**src/rtl/sram_like_to_axi_pkg.sv**
```systemverilog
// sram_like_to_axi_pkg: shared states, AXI constants and size encodings for the sram-like to AXI3 bridge
package sram_like_to_axi_pkg;
  typedef enum logic [2:0] {IDLE, RD_ADDR, RD_DATA, WR_ADDR, WR_RESP} state_t;
  localparam logic [1:0] BURST_INCR  = 2'b01;
  localparam logic [7:0] LEN_SINGLE  = 8'd0;
  localparam logic [1:0] SIZE_BYTE   = 2'd0;
  localparam logic [1:0] SIZE_HALF   = 2'd1;
  localparam logic [1:0] SIZE_WORD   = 2'd2;
  localparam logic [3:0] INST_ID_DEF = 4'd0;
  localparam logic [3:0] DATA_ID_DEF = 4'd1;
  function automatic logic [2:0] axi_size(input logic [1:0] size);
    return {1'b0, size};
  endfunction
endpackage

```
**src/rtl/sram_like_to_axi_if.sv**
```systemverilog
// sram_like_to_axi_if: sram-like request port and single-beat AXI3 master bus bundles
interface sram_like_if;
  logic        req;
  logic        wr;
  logic [1:0]  size;
  logic [31:0] addr;
  logic [31:0] wdata;
  logic [31:0] rdata;
  logic        addr_ok;
  logic        data_ok;
  modport master (output req, wr, size, addr, wdata, input rdata, addr_ok, data_ok);
  modport slave  (input req, wr, size, addr, wdata, output rdata, addr_ok, data_ok);
endinterface

interface sram_like_to_axi_if;
  logic [3:0]  arid;
  logic [31:0] araddr;
  logic [7:0]  arlen;
  logic [2:0]  arsize;
  logic [1:0]  arburst;
  logic [1:0]  arlock;
  logic [3:0]  arcache;
  logic [2:0]  arprot;
  logic        arvalid;
  logic        arready;
  logic [3:0]  rid;
  logic [31:0] rdata;
  logic [1:0]  rresp;
  logic        rlast;
  logic        rvalid;
  logic        rready;
  logic [3:0]  awid;
  logic [31:0] awaddr;
  logic [7:0]  awlen;
  logic [2:0]  awsize;
  logic [1:0]  awburst;
  logic [1:0]  awlock;
  logic [3:0]  awcache;
  logic [2:0]  awprot;
  logic        awvalid;
  logic        awready;
  logic [3:0]  wid;
  logic [31:0] wdata;
  logic [3:0]  wstrb;
  logic        wlast;
  logic        wvalid;
  logic        wready;
  logic [3:0]  bid;
  logic [1:0]  bresp;
  logic        bvalid;
  logic        bready;
  modport master (
    output arid, araddr, arlen, arsize, arburst, arlock, arcache, arprot, arvalid, rready,
    output awid, awaddr, awlen, awsize, awburst, awlock, awcache, awprot, awvalid,
    output wid, wdata, wstrb, wlast, wvalid, bready,
    input  arready, rid, rdata, rresp, rlast, rvalid, awready, wready, bid, bresp, bvalid
  );
  modport slave (
    input  arid, araddr, arlen, arsize, arburst, arlock, arcache, arprot, arvalid, rready,
    input  awid, awaddr, awlen, awsize, awburst, awlock, awcache, awprot, awvalid,
    input  wid, wdata, wstrb, wlast, wvalid, bready,
    output arready, rid, rdata, rresp, rlast, rvalid, awready, wready, bid, bresp, bvalid
  );
endinterface

```
**src/rtl/sram_like_to_axi_wstrb.sv**
```systemverilog
// axi_wstrb_gen: byte-lane write strobe from access size and low address bits
module axi_wstrb_gen
  import sram_like_to_axi_pkg::*;
(
  input  logic [1:0] size,
  input  logic [1:0] addr,
  output logic [3:0] wstrb
);
  // word (and the unused size 3) enables every lane; half picks the upper or lower pair
  always_comb
    wstrb = size >= SIZE_WORD ? 4'b1111 :
            size == SIZE_HALF ? (addr[1] ? 4'b1100 : 4'b0011) :
            4'b0001 << addr;
endmodule

```
**src/rtl/sram_like_to_axi.sv**
```systemverilog
// sram_like_to_axi: arbitrates inst/data sram-like ports onto one single-beat, single-outstanding AXI3 master
module sram_like_to_axi
  import sram_like_to_axi_pkg::*;
#(
  parameter logic [3:0] INST_ID = INST_ID_DEF,
  parameter logic [3:0] DATA_ID = DATA_ID_DEF
) (
  input  logic                      clk,
  input  logic                      resetn,
  sram_like_if.slave                inst,
  sram_like_if.slave                data,
  sram_like_to_axi_if.master        axi
);
  state_t      state, state_nxt;
  logic        own_data;
  logic        aw_done, w_done;
  logic [31:0] addr_q, wdata_q;
  logic [1:0]  size_q;
  logic [3:0]  wstrb_q, wstrb_nxt;
  logic        accept, sel_data;
  logic [1:0]  sel_size;
  logic [31:0] sel_addr;
  logic        unused_ok;

  assign sel_data = data.req;
  assign accept   = state == IDLE && (inst.req || data.req);
  assign sel_size = sel_data ? data.size : inst.size;
  assign sel_addr = sel_data ? data.addr : inst.addr;

  axi_wstrb_gen u_wstrb (.size(sel_size), .addr(sel_addr[1:0]), .wstrb(wstrb_nxt));

  // state register; reset drops straight back to IDLE so every valid falls immediately
  always_ff @(posedge clk or negedge resetn)
    if (!resetn) state <= IDLE;
    else         state <= state_nxt;

  // capture the winning request once; the fields stay frozen until the next IDLE accept
  always_ff @(posedge clk or negedge resetn)
    if (!resetn) begin
      own_data <= 1'b0;
      addr_q   <= '0;
      size_q   <= '0;
      wdata_q  <= '0;
      wstrb_q  <= '0;
    end else if (accept) begin
      own_data <= sel_data;
      addr_q   <= sel_addr;
      size_q   <= sel_size;
      wdata_q  <= sel_data ? data.wdata : '0;
      wstrb_q  <= wstrb_nxt;
    end

  // AW and W complete independently; each flag remembers its own handshake
  always_ff @(posedge clk or negedge resetn)
    if (!resetn) begin
      aw_done <= 1'b0;
      w_done  <= 1'b0;
    end else if (state != WR_ADDR) begin
      aw_done <= 1'b0;
      w_done  <= 1'b0;
    end else begin
      aw_done <= aw_done | axi.awready;
      w_done  <= w_done | axi.wready;
    end

  // next state and handshakes; addr_ok only in IDLE, data wins over instruction
  always_comb begin
    state_nxt     = state;
    axi.arvalid   = 1'b0;
    axi.rready    = 1'b0;
    axi.awvalid   = 1'b0;
    axi.wvalid    = 1'b0;
    axi.bready    = 1'b0;
    inst.addr_ok  = 1'b0;
    data.addr_ok  = 1'b0;
    inst.data_ok  = 1'b0;
    data.data_ok  = 1'b0;
    case (state)
      IDLE: begin
        inst.addr_ok = inst.req && !data.req;
        data.addr_ok = data.req;
        if (accept) state_nxt = sel_data && data.wr ? WR_ADDR : RD_ADDR;
      end
      RD_ADDR: begin
        axi.arvalid = 1'b1;
        if (axi.arready) state_nxt = RD_DATA;
      end
      RD_DATA: begin
        axi.rready   = 1'b1;
        inst.data_ok = axi.rvalid && !own_data;
        data.data_ok = axi.rvalid && own_data;
        if (axi.rvalid) state_nxt = IDLE;
      end
      WR_ADDR: begin
        axi.awvalid = !aw_done;
        axi.wvalid  = !w_done;
        if ((aw_done || axi.awready) && (w_done || axi.wready)) state_nxt = WR_RESP;
      end
      WR_RESP: begin
        axi.bready   = 1'b1;
        data.data_ok = axi.bvalid;
        if (axi.bvalid) state_nxt = IDLE;
      end
      default: state_nxt = IDLE;
    endcase
  end

  assign inst.rdata  = axi.rdata;
  assign data.rdata  = axi.rdata;

  assign axi.arid    = own_data ? DATA_ID : INST_ID;
  assign axi.araddr  = addr_q;
  assign axi.arlen   = LEN_SINGLE;
  assign axi.arsize  = axi_size(size_q);
  assign axi.arburst = BURST_INCR;
  assign axi.arlock  = 2'b00;
  assign axi.arcache = 4'b0000;
  assign axi.arprot  = 3'b000;

  assign axi.awid    = DATA_ID;
  assign axi.awaddr  = addr_q;
  assign axi.awlen   = LEN_SINGLE;
  assign axi.awsize  = axi_size(size_q);
  assign axi.awburst = BURST_INCR;
  assign axi.awlock  = 2'b00;
  assign axi.awcache = 4'b0000;
  assign axi.awprot  = 3'b000;

  assign axi.wid     = DATA_ID;
  assign axi.wdata   = wdata_q;
  assign axi.wstrb   = wstrb_q;
  assign axi.wlast   = 1'b1;

  // inst writes, response codes and ids carry no information for a single-outstanding bridge
  assign unused_ok = ^{inst.wr, inst.wdata, axi.rid, axi.rresp, axi.rlast, axi.bid, axi.bresp};
endmodule

```
**src/flat_wrapper.sv**
```systemverilog
// flat-port wrapper written by rule: the top's interface ports become plain ports
module sram_like_to_axi_flat import sram_like_to_axi_pkg::*;
#(
  parameter logic [3:0] INST_ID = INST_ID_DEF,
  parameter logic [3:0] DATA_ID = DATA_ID_DEF
)
  (clk, resetn, inst_req, inst_wr, inst_size, inst_addr, inst_wdata, inst_rdata, inst_addr_ok, inst_data_ok, data_req, data_wr, data_size, data_addr, data_wdata, data_rdata, data_addr_ok, data_data_ok, axi_arid, axi_araddr, axi_arlen, axi_arsize, axi_arburst, axi_arlock, axi_arcache, axi_arprot, axi_arvalid, axi_rready, axi_awid, axi_awaddr, axi_awlen, axi_awsize, axi_awburst, axi_awlock, axi_awcache, axi_awprot, axi_awvalid, axi_wid, axi_wdata, axi_wstrb, axi_wlast, axi_wvalid, axi_bready, axi_arready, axi_rid, axi_rdata, axi_rresp, axi_rlast, axi_rvalid, axi_awready, axi_wready, axi_bid, axi_bresp, axi_bvalid);
  sram_like_if inst_i ();
  sram_like_if data_i ();
  sram_like_to_axi_if axi_i ();
  input  logic clk;
  input  logic resetn;
  input wire logic [$bits(inst_i.req)-1:0] inst_req;
  input wire logic [$bits(inst_i.wr)-1:0] inst_wr;
  input wire logic [$bits(inst_i.size)-1:0] inst_size;
  input wire logic [$bits(inst_i.addr)-1:0] inst_addr;
  input wire logic [$bits(inst_i.wdata)-1:0] inst_wdata;
  output wire logic [$bits(inst_i.rdata)-1:0] inst_rdata;
  output wire logic [$bits(inst_i.addr_ok)-1:0] inst_addr_ok;
  output wire logic [$bits(inst_i.data_ok)-1:0] inst_data_ok;
  input wire logic [$bits(data_i.req)-1:0] data_req;
  input wire logic [$bits(data_i.wr)-1:0] data_wr;
  input wire logic [$bits(data_i.size)-1:0] data_size;
  input wire logic [$bits(data_i.addr)-1:0] data_addr;
  input wire logic [$bits(data_i.wdata)-1:0] data_wdata;
  output wire logic [$bits(data_i.rdata)-1:0] data_rdata;
  output wire logic [$bits(data_i.addr_ok)-1:0] data_addr_ok;
  output wire logic [$bits(data_i.data_ok)-1:0] data_data_ok;
  output wire logic [$bits(axi_i.arid)-1:0] axi_arid;
  output wire logic [$bits(axi_i.araddr)-1:0] axi_araddr;
  output wire logic [$bits(axi_i.arlen)-1:0] axi_arlen;
  output wire logic [$bits(axi_i.arsize)-1:0] axi_arsize;
  output wire logic [$bits(axi_i.arburst)-1:0] axi_arburst;
  output wire logic [$bits(axi_i.arlock)-1:0] axi_arlock;
  output wire logic [$bits(axi_i.arcache)-1:0] axi_arcache;
  output wire logic [$bits(axi_i.arprot)-1:0] axi_arprot;
  output wire logic [$bits(axi_i.arvalid)-1:0] axi_arvalid;
  output wire logic [$bits(axi_i.rready)-1:0] axi_rready;
  output wire logic [$bits(axi_i.awid)-1:0] axi_awid;
  output wire logic [$bits(axi_i.awaddr)-1:0] axi_awaddr;
  output wire logic [$bits(axi_i.awlen)-1:0] axi_awlen;
  output wire logic [$bits(axi_i.awsize)-1:0] axi_awsize;
  output wire logic [$bits(axi_i.awburst)-1:0] axi_awburst;
  output wire logic [$bits(axi_i.awlock)-1:0] axi_awlock;
  output wire logic [$bits(axi_i.awcache)-1:0] axi_awcache;
  output wire logic [$bits(axi_i.awprot)-1:0] axi_awprot;
  output wire logic [$bits(axi_i.awvalid)-1:0] axi_awvalid;
  output wire logic [$bits(axi_i.wid)-1:0] axi_wid;
  output wire logic [$bits(axi_i.wdata)-1:0] axi_wdata;
  output wire logic [$bits(axi_i.wstrb)-1:0] axi_wstrb;
  output wire logic [$bits(axi_i.wlast)-1:0] axi_wlast;
  output wire logic [$bits(axi_i.wvalid)-1:0] axi_wvalid;
  output wire logic [$bits(axi_i.bready)-1:0] axi_bready;
  input wire logic [$bits(axi_i.arready)-1:0] axi_arready;
  input wire logic [$bits(axi_i.rid)-1:0] axi_rid;
  input wire logic [$bits(axi_i.rdata)-1:0] axi_rdata;
  input wire logic [$bits(axi_i.rresp)-1:0] axi_rresp;
  input wire logic [$bits(axi_i.rlast)-1:0] axi_rlast;
  input wire logic [$bits(axi_i.rvalid)-1:0] axi_rvalid;
  input wire logic [$bits(axi_i.awready)-1:0] axi_awready;
  input wire logic [$bits(axi_i.wready)-1:0] axi_wready;
  input wire logic [$bits(axi_i.bid)-1:0] axi_bid;
  input wire logic [$bits(axi_i.bresp)-1:0] axi_bresp;
  input wire logic [$bits(axi_i.bvalid)-1:0] axi_bvalid;
  assign inst_i.req = inst_req;
  assign inst_i.wr = inst_wr;
  assign inst_i.size = inst_size;
  assign inst_i.addr = inst_addr;
  assign inst_i.wdata = inst_wdata;
  assign inst_rdata = inst_i.rdata;
  assign inst_addr_ok = inst_i.addr_ok;
  assign inst_data_ok = inst_i.data_ok;
  assign data_i.req = data_req;
  assign data_i.wr = data_wr;
  assign data_i.size = data_size;
  assign data_i.addr = data_addr;
  assign data_i.wdata = data_wdata;
  assign data_rdata = data_i.rdata;
  assign data_addr_ok = data_i.addr_ok;
  assign data_data_ok = data_i.data_ok;
  assign axi_arid = axi_i.arid;
  assign axi_araddr = axi_i.araddr;
  assign axi_arlen = axi_i.arlen;
  assign axi_arsize = axi_i.arsize;
  assign axi_arburst = axi_i.arburst;
  assign axi_arlock = axi_i.arlock;
  assign axi_arcache = axi_i.arcache;
  assign axi_arprot = axi_i.arprot;
  assign axi_arvalid = axi_i.arvalid;
  assign axi_rready = axi_i.rready;
  assign axi_awid = axi_i.awid;
  assign axi_awaddr = axi_i.awaddr;
  assign axi_awlen = axi_i.awlen;
  assign axi_awsize = axi_i.awsize;
  assign axi_awburst = axi_i.awburst;
  assign axi_awlock = axi_i.awlock;
  assign axi_awcache = axi_i.awcache;
  assign axi_awprot = axi_i.awprot;
  assign axi_awvalid = axi_i.awvalid;
  assign axi_wid = axi_i.wid;
  assign axi_wdata = axi_i.wdata;
  assign axi_wstrb = axi_i.wstrb;
  assign axi_wlast = axi_i.wlast;
  assign axi_wvalid = axi_i.wvalid;
  assign axi_bready = axi_i.bready;
  assign axi_i.arready = axi_arready;
  assign axi_i.rid = axi_rid;
  assign axi_i.rdata = axi_rdata;
  assign axi_i.rresp = axi_rresp;
  assign axi_i.rlast = axi_rlast;
  assign axi_i.rvalid = axi_rvalid;
  assign axi_i.awready = axi_awready;
  assign axi_i.wready = axi_wready;
  assign axi_i.bid = axi_bid;
  assign axi_i.bresp = axi_bresp;
  assign axi_i.bvalid = axi_bvalid;
  sram_like_to_axi #(.INST_ID(INST_ID), .DATA_ID(DATA_ID)) u_core (.clk(clk), .resetn(resetn), .inst(inst_i), .data(data_i), .axi(axi_i));
endmodule
```
**config.mk**
```make
export PLATFORM = sky130hd
export DESIGN_NAME = sram_like_to_axi_flat
export DESIGN_NICKNAME = d
export VERILOG_FILES = /design/src/rtl/sram_like_to_axi_pkg.sv /design/src/rtl/sram_like_to_axi_if.sv /design/src/rtl/sram_like_to_axi_wstrb.sv /design/src/rtl/sram_like_to_axi.sv /design/src/flat_wrapper.sv
export SDC_FILE = /design/constraint.sdc
export NUM_CORES = 1
export LEC_CHECK = 0
export ABC_AREA = 1
export CAP_MARGIN = 20
export CORE_AREA = 2 2 164 166
export DETAILED_ROUTE_END_ITERATION = 10
export DIE_AREA = 0 0 166 168
export HOLD_SLACK_MARGIN = 0.12
export PLACE_DENSITY = 0.62
export SLEW_MARGIN = 25
export SYNTH_ARGS = -nofsm -noshare
export SYNTH_HDL_FRONTEND = slang
export SYNTH_SLANG_ARGS = --single-unit
export TNS_END_PERCENT = 50
```
**constraint.sdc**
```tcl
create_clock -name clk -period 1.15 [get_ports clk]
set_input_delay 0.115 -clock clk [delete_from_list [all_inputs] [get_ports clk]]
set_output_delay 0.115 -clock clk [all_outputs]
set_load 0.01 [all_outputs]
```
* Word-level counts from Yosys, hierarchy flattened
Cells that the tools add are included.
** Operators by class
- Bitwise logic cells :: 2
- Muxes and demuxes :: 25
- Eq/ne operators :: 11
- Reduce and logical (&&, ||, !) cells :: 15
- Shift-type cells :: 1
- Order comparisons :: 1
** Operator list (number)
- 32-bit 2-to-1 mux :: 2
- 3-bit 2-to-1 mux :: 5
- 3-bit one-hot mux with 5 select lines :: 1
- 4-bit 2-to-1 mux :: 3
- 1-bit 2-to-1 mux :: 11
- 3-bit by 2-bit equality test with 1-bit output, second input constant :: 2
- 1-bit logical AND :: 6
- 2-bit inequality test, second input constant :: 3
- 5-bit AND reduction :: 1
- 1-bit logical NOT :: 4
- 2-bit 2-to-1 mux :: 2
- 2-bit by 1-bit inequality test with 1-bit output, second input constant :: 2
- 1-bit by 2-bit << shifter with 4-bit output, first input constant :: 1
- 3-bit by 1-bit equality test with 1-bit output, second input constant :: 1
- 3-bit equality test, second input constant :: 1
- 3-bit logical NOT :: 1
- 1-bit logical OR :: 3
- 3-bit by 2-bit inequality test with 1-bit output, second input constant :: 1
- 2-bit by 1-bit equality test with 1-bit output, second input constant :: 1
- 2-bit >= comparator, second input constant :: 1
- 1-bit OR :: 2
- 1-bit one-hot mux with 2 select lines :: 1
** Word-level totals
- Bits in registers :: 76
- Bits of input ports :: 188
- Output and inout port bits :: 230
- Logic and storage cells :: 63

* Longest topological paths before layout
- Depth after elaboration :: 4
- Mapped depth :: 8
- Gate-level depth less buffers :: 8

* Cells and area by module
From an unflattened synthesis, not the netlist that was laid out.
** Second synthesis, totals
- Cells, all modules :: 579
- Area, all modules :: 4625.7 um^2
** By module, submodules not included
- sram_like_to_axi :: area an instance 4541.9 um^2, sequential area each 1901.8 um^2, cells an instance 560, instances 1
- axi_wstrb_gen :: area an instance 83.8 um^2, sequential area each 0.0 um^2, cells an instance 19, instances 1

* Worst setup path before layout
Ideal clock, no wire load.
- Path kind :: reg2reg
- Start :: reg u_core.state[2]
- End :: reg u_core.addr_q[10], in the netlist u_core.axi.araddr[10]
- Arrival :: 1.124 ns
- Setup slack :: -0.090 ns
- Clock period less this slack :: 1.240 ns
- Library setup time :: 0.116 ns
- Stages on the path, launching flop included :: 7
- Buffers on the path :: 2
- Data required time :: 1.034 ns
- Cells stage by stage :: dfrtp_1 -> nor3_4 -> o21ai_2 -> buf_6 -> buf_6 -> nand2_1 -> nand2_1
** Between the ends
- Longest elaborated chain between the ends :: 2
** Ends and longest elaborated chain
- start: declaration :: line sram_like_to_axi.sv:14 : state_t state, state_nxt;
- start signal: assignment :: line sram_like_to_axi.sv:35 : else state <= state_nxt;
- 3-bit logical NOT :: line sram_like_to_axi.sv:26 : assign accept = state == IDLE && (inst.req || data.req);
- 1-bit logical AND :: line sram_like_to_axi.sv:26
- end signal: assignment :: line sram_like_to_axi.sv:47 : addr_q <= sel_addr;
- end: declaration :: line sram_like_to_axi.sv:17 : logic [31:0] addr_q, wdata_q;
Every way passes these cells.
A chain may end at the register's enable or synchronous reset.

* Worst setup path in the final report
- Start :: reg u_core.state[2]
- End :: out inst_addr_ok
** Between the ends
- Longest elaborated chain between the ends :: 2
** Ends and longest elaborated chain
- 3-bit logical NOT :: line sram_like_to_axi.sv:78 : case (state)
- 1-bit 2-to-1 mux :: line sram_like_to_axi.sv:78
- end: declaration :: line flat_wrapper.sv:19 : output wire logic [$bits(inst_i.addr_ok)-1:0] inst_addr_ok;
Every way passes these cells.

==> impl_results.md <==
* Outcome: complete, but fails checks
* Failing checks: negative setup slack
* Initial drt markers at 141
* Worst Setup Path Type: flip-flop to primary output
* Worst Hold End: u_core.own_data$_DFFE_PN0P_
* Port bufs at 223
* Comb pwr share at 58.2%
* CP bufs+invs at 1
* Antenna Nets Post-Route at 0
* Met2 Use GR at 17.30%
* Drt wl/cell at 14.09 microns
* Final GP Congestion at 0.7688
* CP Cell Sequence: nor3_4, nand2_2, nor2_4, buf_6
* HP Class: primary input to flip-flop
* Period utilization at 136.0%
* Post-Syn Area at 4641 sq um
* Critical Path End Type: primary output
* Die H at 168 microns
* Core ar. at 26,350 sq um
* First-pass iteration count of the detailed router at 4
* Gr ovfl total at 0
* Slowest-stage cell, CP: dfrtp_2
* Worst hold path depth at 3
* Met1 Usage GRT at 10.61%
* Endpoints failing setup at 85
* First-pass GRT wire length at 21.54 mm
* Cell accounting for the most synthesized area: dfrtp_1
* Mean Syn Cell Area at 8.287 sq um
* Slew Viols, Final at 0
* Vias at 3,907
* Worst Path Required at 1.03 ns
* Grt met3 use at 4.231%
* Row cnt at 60
* Clk Latency, worst-skew pair at 0.34 ns
* Crit path max-delay family: simple AND/OR/NAND/NOR gates
* Final instance area at 7411 sq um
* Cell variety after synth at 20
* Dpl ws at -0.5211 ns
* Hold wc startpoint: data_req
* Seq cells post-synth at 76
* PwrDens at 2413 nW/um^2
* CTS tree: done
* CP Data Arrival Time at 1.45 ns
* Number of H-tree levels at 3
* Register-to-register setup slack at -0.40 ns
* CP max stage delay at 0.48 ns
* Largest net degree at the start of global routing at 77
* Root Driver: clkbuf_16
* Leading cell types in the layout, fill and taps excluded: nand2_1, clkdlybuf4s50_1, clkdlybuf4s15_1
* Crit Reg-Reg Startpoint: u_core.state[2]$_DFFE_PN0P_
* Placed Area at 6451 sq um
* Initial antenna violation count at 0
* Final hold violation count at 0
* Most common cell after layout, fill and taps aside: nand2_1
* Synthesis-to-layout area growth at 59.69%
* Setup ws final at -0.4141 ns
* Via density at 3.641
* Pint at 10.74 mW
* Mapped Cells at 560
* Top-area cell type share of the netlist area at 40.98%
* Worst-path clk slew at 0.07 ns
* Share of layout cells above drive strength 1 at 28.28%
* Clock power share at 15.0%
* Clock buffer count from CTS at 9
* Vias in the first global route at 3,887
* Max rail drop VDD at 851.8 uV
* R2r endpoint: u_core.axi.wstrb[2]$_DFFE_PN0P_
* Setup TNS at -28.09 ns
* Reg2reg path depth at 6
* Crit path time final at 1.564 ns
* Die Width at 166 microns
* Psw at 7.143 mW
* Max Buffers Root-to-Sink at 2
* Maximum clock rate at 639.3 MHz
* Type of origin of the critical path: flip-flop
* Remaining routing DRC violations at 0
* YS warnings at 0
* Gr busiest metal: met2
* CTS sink count at 76
* Synth top area cells: dfrtp_1, buf_4, nand2_1
* Post-synthesis sequential area ratio at 40.98%
* Post-DP HPWL at 10.26 mm
* N_diodes at 0
* Final WL at 15.12 mm
* Net Sw Frac at 39.95%
* Global Route Usage Sum at 9.971%
* Flop pwr share at 26.9%
* Die ar. at 27,890 sq um
* Crit path max fanout at 5
* RSZ-0062 raised after global routing: true
* Maximum Capacitance Violations at 0
* Starting Density at 17.61%
* Ports at 418
* Leak at 3.641 nW
* Nets at 916
* Worst Skew at 0.01143 ns
[kinds of logic after synthesis]
logic type	synth area share, %
flops	40.98
mux	7.280
buf+inv	29.50
simple gates	20.36
other cells	0.1618
compound gates	1.726
[what timing repair did]
item / in CTS / in global routing
gates cloned: 1 / 8
pin swaps: 3 / 22
hold buffers: 1 / 0
setup endpoints to repair: 190 / 139
setup buffers: 16 / 5
gates resized for setup: 275 / 140
hold endpoints to repair: 76 / 0
[Yosys cell counts]
cell type	n
nand3_1	10
o32ai_1	1
mux2_2	30
o21ai_0	8
o21bai_1	1
inv_2	2
inv_1	22
a21oi_1	2
nor2_1	10
buf_2	8
dfrtp_1	76
buf_6	6
o21ai_1	1
nor3_1	1
or2_1	1
o21ai_2	1
nor3_4	1
conb_1	2
buf_4	156
nand2_1	221
[worst max-delay path by stage]
stage                                     start                                 to  slack (ns)  cells after the start
global placement                       inst_req                       inst_addr_ok       -0.50                      4
CTS                 u_core.state[0]$_DFFE_PN0P_                       inst_addr_ok       -0.44                      5
global route        u_core.state[0]$_DFFE_PN0P_                       data_data_ok       -0.49                      4
finish              u_core.state[2]$_DFFE_PN0P_                       inst_addr_ok       -0.41                      4
detailed placement                     inst_req                       inst_addr_ok       -0.52                      4
floorplan           u_core.state[0]$_DFFE_PN0P_  u_core.axi.araddr[10]$_DFFE_PN0P_       -0.06                      6
[cell type report]
| cell class | count | area [sq um] |
|---|---|---|
| fill | 2794 | 18940 |
| timing repair buffer | 277 | 2834 |
| sequential | 76 | 1903 |
| multi-input combinational | 340 | 1869 |
| tap | 341 | 426.7 |
| clock buffer | 11 | 242.7 |
| inverter | 24 | 108.9 |
| clock inverter | 4 | 26.28 |
[tightest hold or removal path, stage by stage]
cell     delay, ns
buf_2         0.18
nand2_2       0.14
o21ai_0       0.09
[registers in the layout, indices dropped and copies added, names as in the netlist]
register           count
u_core.axi.wdata      32
u_core.axi.wstrb       4
u_core.own_data        1
u_core.axi.araddr     32
u_core.size_q          2
u_core.w_done          1
u_core.state           3
u_core.aw_done         1
[layer usage]
layer	wire, microns	share of wire [%]	up-vias
met5	0	0	-
met4	414	2.7	0
met3	1540	10	37
met2	7485	50	210
met1	5675	38	1807
li1	-	-	1853
[power by group through the flow]
stage | Sequential [mW] | Clock [mW] | Combinational (mW)
finish | 4.81 | 2.67 | 10.4
global route | 4.98 | 2.94 | 11.3
CTS | 4.77 | 2.83 | 8.92
detailed placement | 4.87 | 0 | 8.75
global placement | 4.83 | 0 | 8.68
floorplan | 5.21 | 0 | 4.32
[stage by stage]
step                      utilization, %  cells  total power, mW  hold WS (ns)
after floorplan                        -    610            9.533       -0.1806
after CTS                          26.33   1061            16.51        0.2161
after detailed placement           24.48   1028            13.61        0.1756
final                              28.12   1073            17.88        0.2274
after global placement             24.48   1028            13.51        0.1724
after global routing               28.12   1073            19.22        0.2300
No activity file was read; power rests on OpenSTA's default activity.
